File: src/rtl/writeback_arbiter_if.sv
// Execute-write, load-tracking and register-file write signals of writeback_arbiter.
// master drives execute/load requests; slave is the arbiter.
interface writeback_arbiter_if;
  logic        ex_valid;
  logic        ex_ready;
  logic [31:0] ex_instr;
  logic [31:0] ex_pc;
  logic        ex_we;
  logic [4:0]  ex_addr;
  logic [31:0] ex_data;
  logic        ld_issue;
  logic [4:0]  ld_addr;
  logic        ld_valid;
  logic [31:0] ld_data;
  logic        ld_pending;
  logic        ld_err;
  logic        rf_we;
  logic [4:0]  rf_addr;
  logic [31:0] rf_data;

  modport master (
    output ex_valid, ex_instr, ex_pc, ex_we, ex_addr, ex_data,
    output ld_issue, ld_addr, ld_valid, ld_data,
    input  ex_ready, ld_pending, ld_err, rf_we, rf_addr, rf_data
  );

  modport slave (
    input  ex_valid, ex_instr, ex_pc, ex_we, ex_addr, ex_data,
    input  ld_issue, ld_addr, ld_valid, ld_data,
    output ex_ready, ld_pending, ld_err, rf_we, rf_addr, rf_data
  );
endinterface

File: src/rtl/writeback_arbiter.sv
// Register-file write scheduler: load returns (1 cycle) beat buffered execute writes (2 cycles);
// ex_ready drops when the FIFO is full; load returns never stall. LINK_JALR_EN adds JALR link decode.
module writeback_arbiter #(
  parameter int FIFO_DEPTH = 2
) (
  input logic               clk,
  input logic               reset_n,
  writeback_arbiter_if.slave bus
);
  localparam int PW = (FIFO_DEPTH > 1) ? $clog2(FIFO_DEPTH) : 1;
  localparam int CW = PW + 1;

  typedef struct packed {
    logic [4:0]  addr;
    logic [31:0] data;
  } wb_t;

  wb_t           mem_q [FIFO_DEPTH];
  logic [PW-1:0] wptr_q, wptr_d, rptr_q, rptr_d;
  logic [CW-1:0] count_q, count_d;
  logic          pend_q, pend_d;
  logic [4:0]    ld_dst_q, ld_dst_d;
  logic          err_q, err_d;
  logic          rf_we_q, rf_we_d;
  logic [4:0]    rf_addr_q, rf_addr_d;
  logic [31:0]   rf_data_q, rf_data_d;

  logic [5:0] opcode, funct;
  logic [4:0] rt;
  logic       is_link, is_jalr, push_we, push, pop, ld_win, blocked, ready;
  wb_t        push_ent, head;

  assign opcode  = bus.ex_instr[31:26];
  assign rt      = bus.ex_instr[20:16];
  assign funct   = bus.ex_instr[5:0];
  assign is_link = (opcode == 6'b000011) ||
                   ((opcode == 6'b000001) && ((rt == 5'b10000) || (rt == 5'b10001)));
`ifdef LINK_JALR_EN
  assign is_jalr = (opcode == 6'b000000) && (funct == 6'b001001);
`else
  assign is_jalr = 1'b0;
`endif

  always_comb begin
    push_ent.addr = bus.ex_addr;
    push_ent.data = bus.ex_data;
    push_we       = bus.ex_we;
    if (is_link) begin
      push_ent.addr = 5'd31;
      push_ent.data = bus.ex_pc + 32'd8;
      push_we       = 1'b1;
    end else if (is_jalr) begin
      push_ent.addr = bus.ex_instr[15:11];
      push_ent.data = bus.ex_pc + 32'd8;
      push_we       = 1'b1;
    end
  end

  // ready looks only at the registered count, never at a same-cycle pop
  assign ready   = reset_n && (count_q != CW'(FIFO_DEPTH));
  assign push    = bus.ex_valid && ready && push_we && (push_ent.addr != 5'd0);
  assign head    = mem_q[rptr_q];
  assign ld_win  = bus.ld_valid && pend_q;
  assign blocked = pend_q && (head.addr == ld_dst_q);
  assign pop     = !ld_win && (count_q != '0) && !blocked;

  always_comb begin
    pend_d   = pend_q;
    ld_dst_d = ld_dst_q;
    err_d    = err_q;
    if (bus.ld_valid) begin
      if (pend_q) pend_d = 1'b0;
      else        err_d  = 1'b1;
    end
    if (bus.ld_issue) begin
      if (!pend_q || bus.ld_valid) begin
        pend_d   = 1'b1;
        ld_dst_d = bus.ld_addr;
      end else begin
        err_d = 1'b1;
      end
    end
  end

  always_comb begin
    rf_we_d   = 1'b0;
    rf_addr_d = rf_addr_q;
    rf_data_d = rf_data_q;
    if (ld_win) begin
      if (ld_dst_q != 5'd0) begin
        rf_we_d   = 1'b1;
        rf_addr_d = ld_dst_q;
        rf_data_d = bus.ld_data;
      end
    end else if (pop) begin
      rf_we_d   = 1'b1;
      rf_addr_d = head.addr;
      rf_data_d = head.data;
    end
  end

  always_comb begin
    wptr_d  = wptr_q;
    rptr_d  = rptr_q;
    count_d = count_q;
    if (push) wptr_d = wptr_q + PW'(1);
    if (pop)  rptr_d = rptr_q + PW'(1);
    case ({push, pop})
      2'b10:   count_d = count_q + CW'(1);
      2'b01:   count_d = count_q - CW'(1);
      default: count_d = count_q;
    endcase
  end

  always_ff @(posedge clk) begin
    if (push) mem_q[wptr_q] <= push_ent;
  end

  always_ff @(posedge clk) begin
    if (!reset_n) begin
      wptr_q    <= '0;
      rptr_q    <= '0;
      count_q   <= '0;
      pend_q    <= 1'b0;
      ld_dst_q  <= 5'd0;
      err_q     <= 1'b0;
      rf_we_q   <= 1'b0;
      rf_addr_q <= 5'd0;
      rf_data_q <= 32'd0;
    end else begin
      wptr_q    <= wptr_d;
      rptr_q    <= rptr_d;
      count_q   <= count_d;
      pend_q    <= pend_d;
      ld_dst_q  <= ld_dst_d;
      err_q     <= err_d;
      rf_we_q   <= rf_we_d;
      rf_addr_q <= rf_addr_d;
      rf_data_q <= rf_data_d;
    end
  end

  assign bus.ex_ready   = ready;
  assign bus.ld_pending = pend_q;
  assign bus.ld_err     = err_q;
  assign bus.rf_we      = rf_we_q;
  assign bus.rf_addr    = rf_addr_q;
  assign bus.rf_data    = rf_data_q;
endmodule

File: src/flat_wrapper.sv
// flat-port wrapper written by rule: the top's interface ports become plain ports
module writeback_arbiter_flat 
#(
  parameter int FIFO_DEPTH = 2
)
  (clk, reset_n, bus_ex_valid, bus_ex_instr, bus_ex_pc, bus_ex_we, bus_ex_addr, bus_ex_data, bus_ld_issue, bus_ld_addr, bus_ld_valid, bus_ld_data, bus_ex_ready, bus_ld_pending, bus_ld_err, bus_rf_we, bus_rf_addr, bus_rf_data);
  writeback_arbiter_if bus_i ();
  input logic clk;
  input logic reset_n;
  input wire logic [$bits(bus_i.ex_valid)-1:0] bus_ex_valid;
  input wire logic [$bits(bus_i.ex_instr)-1:0] bus_ex_instr;
  input wire logic [$bits(bus_i.ex_pc)-1:0] bus_ex_pc;
  input wire logic [$bits(bus_i.ex_we)-1:0] bus_ex_we;
  input wire logic [$bits(bus_i.ex_addr)-1:0] bus_ex_addr;
  input wire logic [$bits(bus_i.ex_data)-1:0] bus_ex_data;
  input wire logic [$bits(bus_i.ld_issue)-1:0] bus_ld_issue;
  input wire logic [$bits(bus_i.ld_addr)-1:0] bus_ld_addr;
  input wire logic [$bits(bus_i.ld_valid)-1:0] bus_ld_valid;
  input wire logic [$bits(bus_i.ld_data)-1:0] bus_ld_data;
  output wire logic [$bits(bus_i.ex_ready)-1:0] bus_ex_ready;
  output wire logic [$bits(bus_i.ld_pending)-1:0] bus_ld_pending;
  output wire logic [$bits(bus_i.ld_err)-1:0] bus_ld_err;
  output wire logic [$bits(bus_i.rf_we)-1:0] bus_rf_we;
  output wire logic [$bits(bus_i.rf_addr)-1:0] bus_rf_addr;
  output wire logic [$bits(bus_i.rf_data)-1:0] bus_rf_data;
  assign bus_i.ex_valid = bus_ex_valid;
  assign bus_i.ex_instr = bus_ex_instr;
  assign bus_i.ex_pc = bus_ex_pc;
  assign bus_i.ex_we = bus_ex_we;
  assign bus_i.ex_addr = bus_ex_addr;
  assign bus_i.ex_data = bus_ex_data;
  assign bus_i.ld_issue = bus_ld_issue;
  assign bus_i.ld_addr = bus_ld_addr;
  assign bus_i.ld_valid = bus_ld_valid;
  assign bus_i.ld_data = bus_ld_data;
  assign bus_ex_ready = bus_i.ex_ready;
  assign bus_ld_pending = bus_i.ld_pending;
  assign bus_ld_err = bus_i.ld_err;
  assign bus_rf_we = bus_i.rf_we;
  assign bus_rf_addr = bus_i.rf_addr;
  assign bus_rf_data = bus_i.rf_data;
  writeback_arbiter #(.FIFO_DEPTH(FIFO_DEPTH)) u_core (.clk(clk), .reset_n(reset_n), .bus(bus_i));
endmodule
File: config.mk
export PLATFORM = sky130hd
export DESIGN_NAME = writeback_arbiter_flat
export DESIGN_NICKNAME = d
export VERILOG_FILES = /design/src/rtl/writeback_arbiter_if.sv /design/src/rtl/writeback_arbiter.sv /design/src/flat_wrapper.sv
export SDC_FILE = /design/constraint.sdc
export NUM_CORES = 1
export LEC_CHECK = 0
export ABC_CLOCK_PERIOD_IN_PS = 3500
export CORE_AREA = 4 4 136 138
export CTS_CLUSTER_DIAMETER = 100
export CTS_CLUSTER_SIZE = 30
export DETAILED_ROUTE_END_ITERATION = 10
export DIE_AREA = 0 0 140 142
export SLEW_MARGIN = 20
export SYNTH_ARGS = -nofsm -noshare
export SYNTH_HDL_FRONTEND = slang
export SYNTH_SLANG_ARGS = --single-unit
export TNS_END_PERCENT = 30
File: constraint.sdc
create_clock -name clk -period 3.5 [get_ports clk]
set_input_delay 0.525 -clock clk [delete_from_list [all_inputs] [get_ports clk]]
set_output_delay 0.525 -clock clk [all_outputs]
set_load 0.05 [all_outputs]
Word-level counts from Yosys, hierarchy flattened. Memories as Yosys holds them, arrays and structs flattened. A register that Yosys moved wholly into a read port is not among the register bits. Cells that the tools add are included.

Multiply operators: 0. Equal/unequal tests: 9. $lt $le $gt $ge: 0. Div/mod/pow operators: 0. Shift-type cells: 0. Reductions and logical operators: 22. Mux-type cells: 23. Bitwise operators: 0. $add $sub $neg: 5.

Operator list (number): $mux W32 (3); $mux W37 (1); $add A32 B4 Y32 const B (1); $mux W1 (15); $mux W5 (3); $eq A5 B5 Y1 const B (2); $reduce_bool A5 Y1 (2); $logic_and A1 B1 Y1 (9); $eq A6 B1 Y1 const B (1); $eq A6 B2 Y1 const B (1); $reduce_bool A2 Y1 (3); $eq A5 B5 Y1 (1); $ne A2 B2 Y1 const B (2); $pmux W2 S2 (1); $reduce_and A2 Y1 (2); $logic_not A1 Y1 (3); $logic_or A1 B1 Y1 (3); $add A1 B1 Y1 const B (2); $add A2 B1 Y2 const B (1); $eq A2 B1 Y1 const B (1); $eq A2 B2 Y1 const B (1); $sub A2 B1 Y2 const B (1).

Register bits: 49. Memories: 1. Output and inout bits: 41. Input port bits: 144. Memory bits (writable): 74. Bits in read-only memories: 0. Latch bits: 0.

Memory list: u_core.mem_q (words 2, bits a word 37, rd ports 1, clocked after memory_dff 1, wr ports 1, line writeback_arbiter.sv:18) `wb_t mem_q [FIFO_DEPTH];`.

Logic depth before layout (Yosys ltp). Gate-level depths: netlist of run 1.

Depth in word-level cells: 9. Gate-level depth with buffers: 10. Depth with buffers taken out: 9.

Worst setup path after synthesis of run 1. Ideal clock, no wire load.

Path type: input port to flip-flop. Start point: input port bus_ex_instr[17]. End point: memory u_core.mem_q[0][0] (netlist name), enable pin. Required time: 3069 ps. Arrival time: 3050 ps. Path slack: 18 ps. Cell stages on the path: 6. Cell sequence: nor4b_1 > o211ai_1 > clkbuf_1 > a21oi_1 > inv_2 > nor2_1.

Word-level cells in the longest chain between the ends: 9. Elaborated cells between the ends (all ways): 12. Classes of those cells: eq/ne: 2; mux: 4; reduce/logical: 6.

RTL lines: start, declared (line flat_wrapper.sv:11) `input wire logic [$bits(bus_i.ex_instr)-1:0] bus_ex_instr;`; $eq A5 B5 Y1 (line writeback_arbiter.sv:37) `((opcode == 6'b000001) && ((rt == 5'b10000) || (rt == 5'b10001)));`; $logic_or A1 B1 Y1 (*) (line writeback_arbiter.sv:37); $logic_and A1 B1 Y1 (*) (line writeback_arbiter.sv:37); $logic_or A1 B1 Y1 (*) (line writeback_arbiter.sv:36) `assign is_link = (opcode == 6'b000011) ||`; $mux W37 or $mux W1 (tied branches) (line writeback_arbiter.sv:48) `if (is_link) begin`; $reduce_bool A5 Y1 or $logic_and A1 B1 Y1 (tied branches) (line writeback_arbiter.sv:61) `assign push = bus.ex_valid && ready && push_we && (push_ent.addr != 5'd0);`; $logic_and A1 B1 Y1 (*) (line writeback_arbiter.sv:61); $mux W1 (*) (line writeback_arbiter.sv:116) `if (push) mem_q[wptr_q] <= push_ent;`; $mux W1 (implied by the code) (*) (line writeback_arbiter.sv:116); end, declared (line writeback_arbiter.sv:18).

Mark *: on every way between the ends. The rest lies on a longest branch, timed or not.

Final worst setup path of run 1.
Start point: input port bus_ex_instr[17]. End point: register u_core.count_q[1].

Word-level cells in the longest chain between the ends: 9. Elaborated cells between the ends (all ways): 14. Classes of those cells: eq/ne: 4; mux: 3; reduce/logical: 7.

RTL lines: $eq A5 B5 Y1 (line writeback_arbiter.sv:37); $logic_or A1 B1 Y1 (*) (line writeback_arbiter.sv:37); $logic_and A1 B1 Y1 (*) (line writeback_arbiter.sv:37); $logic_or A1 B1 Y1 (*) (line writeback_arbiter.sv:36); $mux W37 or $mux W1 (tied branches) (line writeback_arbiter.sv:48); $reduce_bool A5 Y1 or $logic_and A1 B1 Y1 (tied branches) (line writeback_arbiter.sv:61); $logic_and A1 B1 Y1 (*) (line writeback_arbiter.sv:61); $eq A2 B1 Y1 or $eq A2 B2 Y1 (tied branches) (line writeback_arbiter.sv:108) `case ({push, pop})`; $pmux W2 S2 or $reduce_bool A2 Y1 (tied branches); end signal, assigned (line writeback_arbiter.sv:133) `count_q <= count_d;`; end, declared (line writeback_arbiter.sv:20) `logic [CW-1:0] count_q, count_d;`.

Marks and branches as above. A chain may end at the register's enable or synchronous reset.

==> results of run 1 <==
[synthesized netlist by cell type, drive strengths merged]
| cell type | count | share of area |
|---|---|---|
| a21oi | 10 | 0.0084 |
| a31oi | 1 | 0.0011 |
| and2 | 1 | 0.0011 |
| and3 | 5 | 0.0053 |
| and4 | 2 | 0.0029 |
| buf | 8 | 0.014 |
| clkbuf | 29 | 0.018 |
| dfxtp | 50 | 0.17 |
| edfxtp | 74 | 0.37 |
| ha | 2 | 0.0042 |
| inv | 7 | 0.0044 |
| mux2 | 4 | 0.0076 |
| mux2i | 74 | 0.12 |
| nand2 | 119 | 0.075 |
| nand2b | 7 | 0.0074 |
| nand3 | 18 | 0.015 |
| nand4 | 3 | 0.0032 |
| nor2 | 14 | 0.0088 |
| nor3 | 3 | 0.0025 |
| nor4 | 13 | 0.014 |
| nor4b | 2 | 0.0029 |
| o211ai | 39 | 0.049 |
| o21a | 1 | 0.0013 |
| o21ai | 32 | 0.027 |
| o311ai | 2 | 0.0029 |
| o31ai | 1 | 0.0021 |
| or3 | 2 | 0.0021 |
| or4 | 2 | 0.0025 |
| xnor2 | 25 | 0.037 |
| xor2 | 10 | 0.015 |
[final timing paths]
check,end,cells past startpoint,start
worst max register to register,u_core.count_q[1],8,register
worst min-delay path,u_core.bus.rf_data[23],2,u_core.bus.rf_data[23]
worst max-delay path,u_core.count_q[1],8,bus_ex_instr[17]
worst min register to register,u_core.bus.rf_data[23],2,u_core.bus.rf_data[23]
[power groups by stage]
stage,Clock [mW],Combinational (mW),Sequential (mW)
finish,1.67,1.87,1.87
global route,1.77,1.97,1.90
CTS,1.70,1.88,1.88
detailed placement,0,1.88,1.90
global placement,0,1.85,1.90
floorplan,0,0.824,2.39
[registers in the layout, summed over array words and instances (netlist names), named ones only]
signal / flops
u_core.mem_q: 74
u_core.bus.rf_data: 32
u_core.bus.rf_addr: 5
u_core.ld_dst_q: 5
u_core.count_q: 2
u_core.bus.ld_err: 1
u_core.bus.ld_pending: 1
u_core.bus.rf_we: 1
u_core.rptr_q: 1
u_core.wptr_q: 1
[kinds of logic after synthesis]
kind of cell | synth area share
XOR/XNOR | 0.0515
multiplexers | 0.132
buffers and inverters | 0.0366
flip-flops | 0.541
AO/OA/AOI/OAI | 0.0918
adder cells (fa/ha/maj) | 0.00420
AND/OR/NAND/NOR | 0.142
[final cells by class]
class / instances / area [um^2] / share of cell area
inverters: 7 / 26.3 / 0.00315
clock buffers: 24 / 472 / 0.0565
well taps: 225 / 282 / 0.0337
multi-input cells: 392 / 2530 / 0.303
repair buffers: 172 / 1720 / 0.206
clock inverters: 7 / 92.6 / 0.0111
flip-flops and latches: 124 / 3220 / 0.386
[layer usage]
layer	global-route usage	routed length, um
met5	0	0
met4	0.0627	285
met3	0.0397	945
met2	0.236	6610
met1	0.199	7060
[worst max-delay path, stage by stage]
cell and delay (ns):
clkdlybuf4s50_1 0.40, nor4b_1 0.30, o211ai_1 0.26, a21oi_1 0.34, inv_2 0.09, ha_1 0.32, or3_1 0.38, a21oi_1 0.14
==> summary.md, run 1 <==
| Metric | Value |
|---|---|
| Final Core Density | `0.486` |
| Clk Latency, worst-skew pair | `0.42 ns` |
| Final net count | `860` |
| Syn nets | `706` |
| PnR worst setup slack | `1.08 ns` |
| Worst setup path class | `in -> reg` |
| Die ar. | `19900 um^2` |
| Design Area, Final | `8350 um^2` |
| Sequential element share of the synthesized area | `0.541` |
| Clock power share | `0.308` |
| Hold buffer count at cts | `0` |
| Setup Slack @ Placement | `0.606 ns` |
| Dpl cells | `920` |
| #FFs+latches synth | `124` |
| Clk root buf | `clkbuf_16` |
| Antenna violations before repair | `0` |
| Critical Path AT | `2.77 ns` |
| Vias after detailed routing | `4619` |
| Number of cells upsized or downsized after cts | `0` |
| Internal power component | `3.59 mW` |
| Reg2Reg Setup Slack | `1.16 ns` |
| Critical Path RT | `3.84 ns` |
| Max-cap violations | `0` |
| Syn Inst Count | `560` |
| Max Freq | `413 MHz` |
| P_leak | `3.08 nW` |
| Fraction of layout cells with a size suffix above 1 | `0.0606` |
| IO Pins | `185` |
| Chip height | `142 um` |
| Min cycle time layout | `2.42 ns` |
| Filler cells | `1597` |
| Pwr/cell area | `648 nW/um^2` |
| DP Area | `7780 um^2` |
| Max Buffers Root-to-Sink | `2` |
| Ys Warns | `0` |
| Total GRT Usage | `0.150` |
| DRT Pass-1 Iters | `4` |
| Synth cell types | `36` |
| Setup Fix Bufs, Post-CTS | `0` |
| RD Place Congestion | `0.829` |
| Worst-path clk slew | `0.05 ns` |
| DRC errors left | `0` |
| Final slew viol count | `0` |
| Post-Route Setup TNS | `0 ns` |
| Fin cells | `951` |
| CTS tree | `done` |
| Detail Placement HPWL | `11000 um` |
| Hold Path Class | `reg -> reg` |
| Global-route wire length before repair | `23600 um` |
| Aggregate routed wire length | `14900 um` |
| Final setup viols | `0` |
| Slew headroom | `0.475` |
| Switching Share | `0.336` |
| FP Rows | `48` |
| Ant. Diodes | `0` |
| Total gr overflow | `0` |
| CTS sink cnt | `124` |
| Net switching power | `1.81 mW` |
| Inserted Clock Buffers | `17` |
| Final ANT Viol Nets | `0` |
| VDD IR-drop max | `332 uV` |
| Seq pwr share | `0.347` |
| Hold_ws | `0.456 ns` |
| Vias in the first global route | `4617` |
| Hold Fails Final Rpt | `0` |
| Final Power | `5.40 mW` |
| Synth Area per Inst | `10.6 um^2` |
| CP Capture Type | `register` |
| Initial Util | `0.347` |
| Area Growth Syn to Fin | `40.2%` |
| Die X-Extent | `140 um` |
| WL per Instance | `15.7 um` |
| Slew @ Worst Pin | `0.788 ns` |
| Port bufs | `162` |
| CP Launch Type | `primary input` |
| CORE AREA | `17200 um^2` |
| Clock Skew | `0.00987 ns` |
| CP max FO | `3` |
| Period utilization | `0.693` |
| Status | `complete, no violations` |
| Synthesized area | `5950 um^2` |
| H-tree Lvls | `4` |
| Comb power frac | `0.345` |
| Most common cell after layout, fill and taps aside | `clkdlybuf4s50_1` |
| Via-per-instance ratio | `4.86` |
| RSZ-0062 raised after global routing | `false` |
| Largest net degree at the start of global routing | `79` |
| 1st-iter DRT viols | `212` |
| Most frequent cells in the layout | `clkdlybuf4s50_1, nand2_1, mux2i_1, edfxtp_1, dfxtp_1` |
No activity file was read; power rests on OpenSTA's default activity.
==> inputs of run 2 (changes only) <==
Settings changed: ABC_CLOCK_PERIOD_IN_PS 3500 to 2200.
Clock period 3.5 ns to 2.2 ns, I/O delays scaled along.
==> summary.md, run 2 (synthesis gave the netlist of run 1 again) <==
| Metric | Value |
|---|---|
| Max Buffers Root-to-Sink | `2 (unchanged)` |
| Die X-Extent | `140 um (unchanged)` |
| CP Capture Type | `register` |
| Largest net degree at the start of global routing | `66 (-16%)` |
| Hold buffer count at cts | `0 (unchanged)` |
| Total gr overflow | `0 (unchanged)` |
| CTS tree | `done` |
| WL per Instance | `15.7 um (+0.24%)` |
| Antenna violations before repair | `0 (unchanged)` |
| Vias after detailed routing | `4800 (+3.9%)` |
| Met1 GRT Util | `0.198 (-0.00111)` |
| Inserted Clock Buffers | `17 (unchanged)` |
| Total GRT Usage | `0.156 (+0.00553)` |
| Slew headroom | `0.588 (+0.113)` |
| Aggregate routed wire length | `15700 um (+5.3%)` |
| Worst setup path class | `reg -> reg` |
| DP Area | `8160 um^2 (+4.8%)` |
| FP Rows | `48 (unchanged)` |
| CP cell instances | `mux2i_4 > xor2_1 > nand3_1 > nor2_2 > a21oi_2 > ha_2 > xnor2_1 > or3_4 > a21oi_2` |
| Final net count | `907 (+5.5%)` |
| Final slew viol count | `0 (unchanged)` |
| Port bufs | `162 (unchanged)` |
| CP max stage cell | `dfxtp_4` |
| Max-cap violations | `0 (unchanged)` |
| Area Growth Syn to Fin | `49.0%` |
| DRT Pass-1 Iters | `4 (unchanged)` |
| Delay-heaviest family, CP | `simple AND/OR/NAND/NOR gates` |
| Post-Route Setup TNS | `0 ns (unchanged)` |
| Most frequent CP cell | `a21oi_2` |
| Via-per-instance ratio | `4.80 (-1.1%)` |
| M3 GR Usage | `0.0457 (+0.00605)` |
| Chip height | `142 um (unchanged)` |
| Final setup viols | `0 (unchanged)` |
| Grt peak-use layer | `met2` |
| Dpl cells | `963 (+4.7%)` |
| Most common cell after layout, fill and taps aside | `clkdlybuf4s50_1` |
| H-tree Lvls | `4 (unchanged)` |
| Hold Fails Final Rpt | `0 (unchanged)` |
| Min cycle time layout | `2.17 ns` |
| Pwr/cell area | `1010 nW/um^2 (+56%)` |
| Ant. Diodes | `0 (unchanged)` |
| Vias in the first global route | `4795 (+3.9%)` |
| Design Area, Final | `8870 um^2 (+6.3%)` |
| Detail Placement HPWL | `11800 um (+8.0%)` |
| CP max FO | `6 (+3)` |
| Final Power | `8.98 mW (+66%)` |
| Largest Register | `u_core.mem_q` |
| Status | `complete, no violations` |
| IO Pins | `185 (unchanged)` |
| Slew @ Worst Pin | `0.618 ns (-0.170 ns)` |
| Worst path bufs/invs | `0 (-2)` |
| Initial Util | `0.347 (unchanged)` |
| Die ar. | `19900 um^2 (unchanged)` |
| Final ANT Viol Nets | `0 (unchanged)` |
| DRC errors left | `0 (unchanged)` |
| CORE AREA | `17200 um^2 (unchanged)` |
| Fin cells | `999 (+5.0%)` |
| Period utilization | `0.985` |
| Critical Path RT | `2.55 ns (-1.29 ns)` |
| RD Place Congestion | `0.803 (-3.2%)` |
| Most frequent cells in the layout | `clkdlybuf4s50_1, nand2_1, edfxtp_1` |
| Clk root buf | `clkbuf_16` |
| Clk Latency, worst-skew pair | `0.41 ns (about the same)` |
| Worst stage delay on the critical path | `0.45 ns (+0.05 ns)` |
| Max reg flops | `74 (unchanged)` |
| Met2 Use GR | `0.260 (+0.0243)` |
| Fraction of layout cells with a size suffix above 1 | `0.143 (+0.0828)` |
| Global-route wire length before repair | `24300 um (+2.7%)` |
| RSZ-0062 raised after global routing | `true` |
| CTS sink cnt | `124 (unchanged)` |
| Critical Path AT | `2.52 ns (-0.25 ns)` |
| Worst-path clk slew | `0.06 ns (about the same)` |
| P_leak | `3.38 nW (+9.8%)` |
| Hold Path Class | `reg -> reg` |
| VDD IR-drop max | `545 uV (+64%)` |
| Max Freq | `461 MHz` |
| 1st-iter DRT viols | `202 (-4.7%)` |
| CP Launch Type | `register` |
| Clock Skew | `0.00645 ns (-0.00342 ns)` |
==> run 2: changes by cell type in the layout (fill, tap and decap cells not counted), moves of 3 or more <==
cell,previous run,this run
buf_4,8,50
a21oi_1,10,7
buf_12,2,7
mux2i_4,0,5
clkbuf_1,5,0
mux2i_1,74,69
clkinv_2,1,5
a21oi_2,0,3
==> run 2: what timing repair did <==
action	CTS	global route
pin swaps	1	7
setup buffers	0	3
gates resized for setup	7	11
gates cloned	0	1
setup endpoints to repair	1	18
==> run 2: tightest hold or removal path, stage by stage, from the launching register on <==
cell and delay, ns:
dfxtp_1 0.30, nand2_1 0.05, mux2i_1 0.05
==> run 2: final cells by class <==
type                       count  area (um^2)
timing repair buffer         219         2150
sequential                   124         3230
fill                        1500         8300
multi-input combinational    392         2620
clock buffer                  23          513
clock inverter                 9         56.3
inverter                       7         26.3
tap                          225          282
==> run 2: path summary, 6_finish.rpt <==
check	startpoint	endpoint	slack (ns)	cells past startpoint
setup / recovery	register	u_core.count_q[1]	0.03	9
setup reg to reg	register	u_core.count_q[1]	0.03	9
hold / removal	u_core.bus.rf_data[25]	u_core.bus.rf_data[25]	0.46	2
hold reg to reg	u_core.bus.rf_data[25]	u_core.bus.rf_data[25]	0.46	2
==> run 2: layer usage <==
| metal | vias up | routed length [um] |
|---|---|---|
| met3 | 14 | 871 |
| met4 | 0 | 225 |
| met5 | - | 0 |
| met2 | 147 | 7410 |
| met1 | 2213 | 7180 |
| li1 | 2426 | - |
==> run 2: where the power goes <==
| group | internal [mW] | switching [mW] |
|---|---|---|
| Combinational | 1.50 | 1.87 |
| Sequential | 2.80 | 0.195 |
| Clock | 1.63 | 0.981 |
==> run 2: metrics by stage <==
step	util	setup WS (ns)	hold slack [ns]
2_1_floorplan	-	0.0132	0.468
3_3_place_gp	0.475	-0.308	0.446
3_5_place_dp	0.475	-0.350	0.451
4_1_cts	0.510	0.00528	0.458
5_1_grt	0.517	-0.130	0.479
6_report	0.517	0.0323	0.456
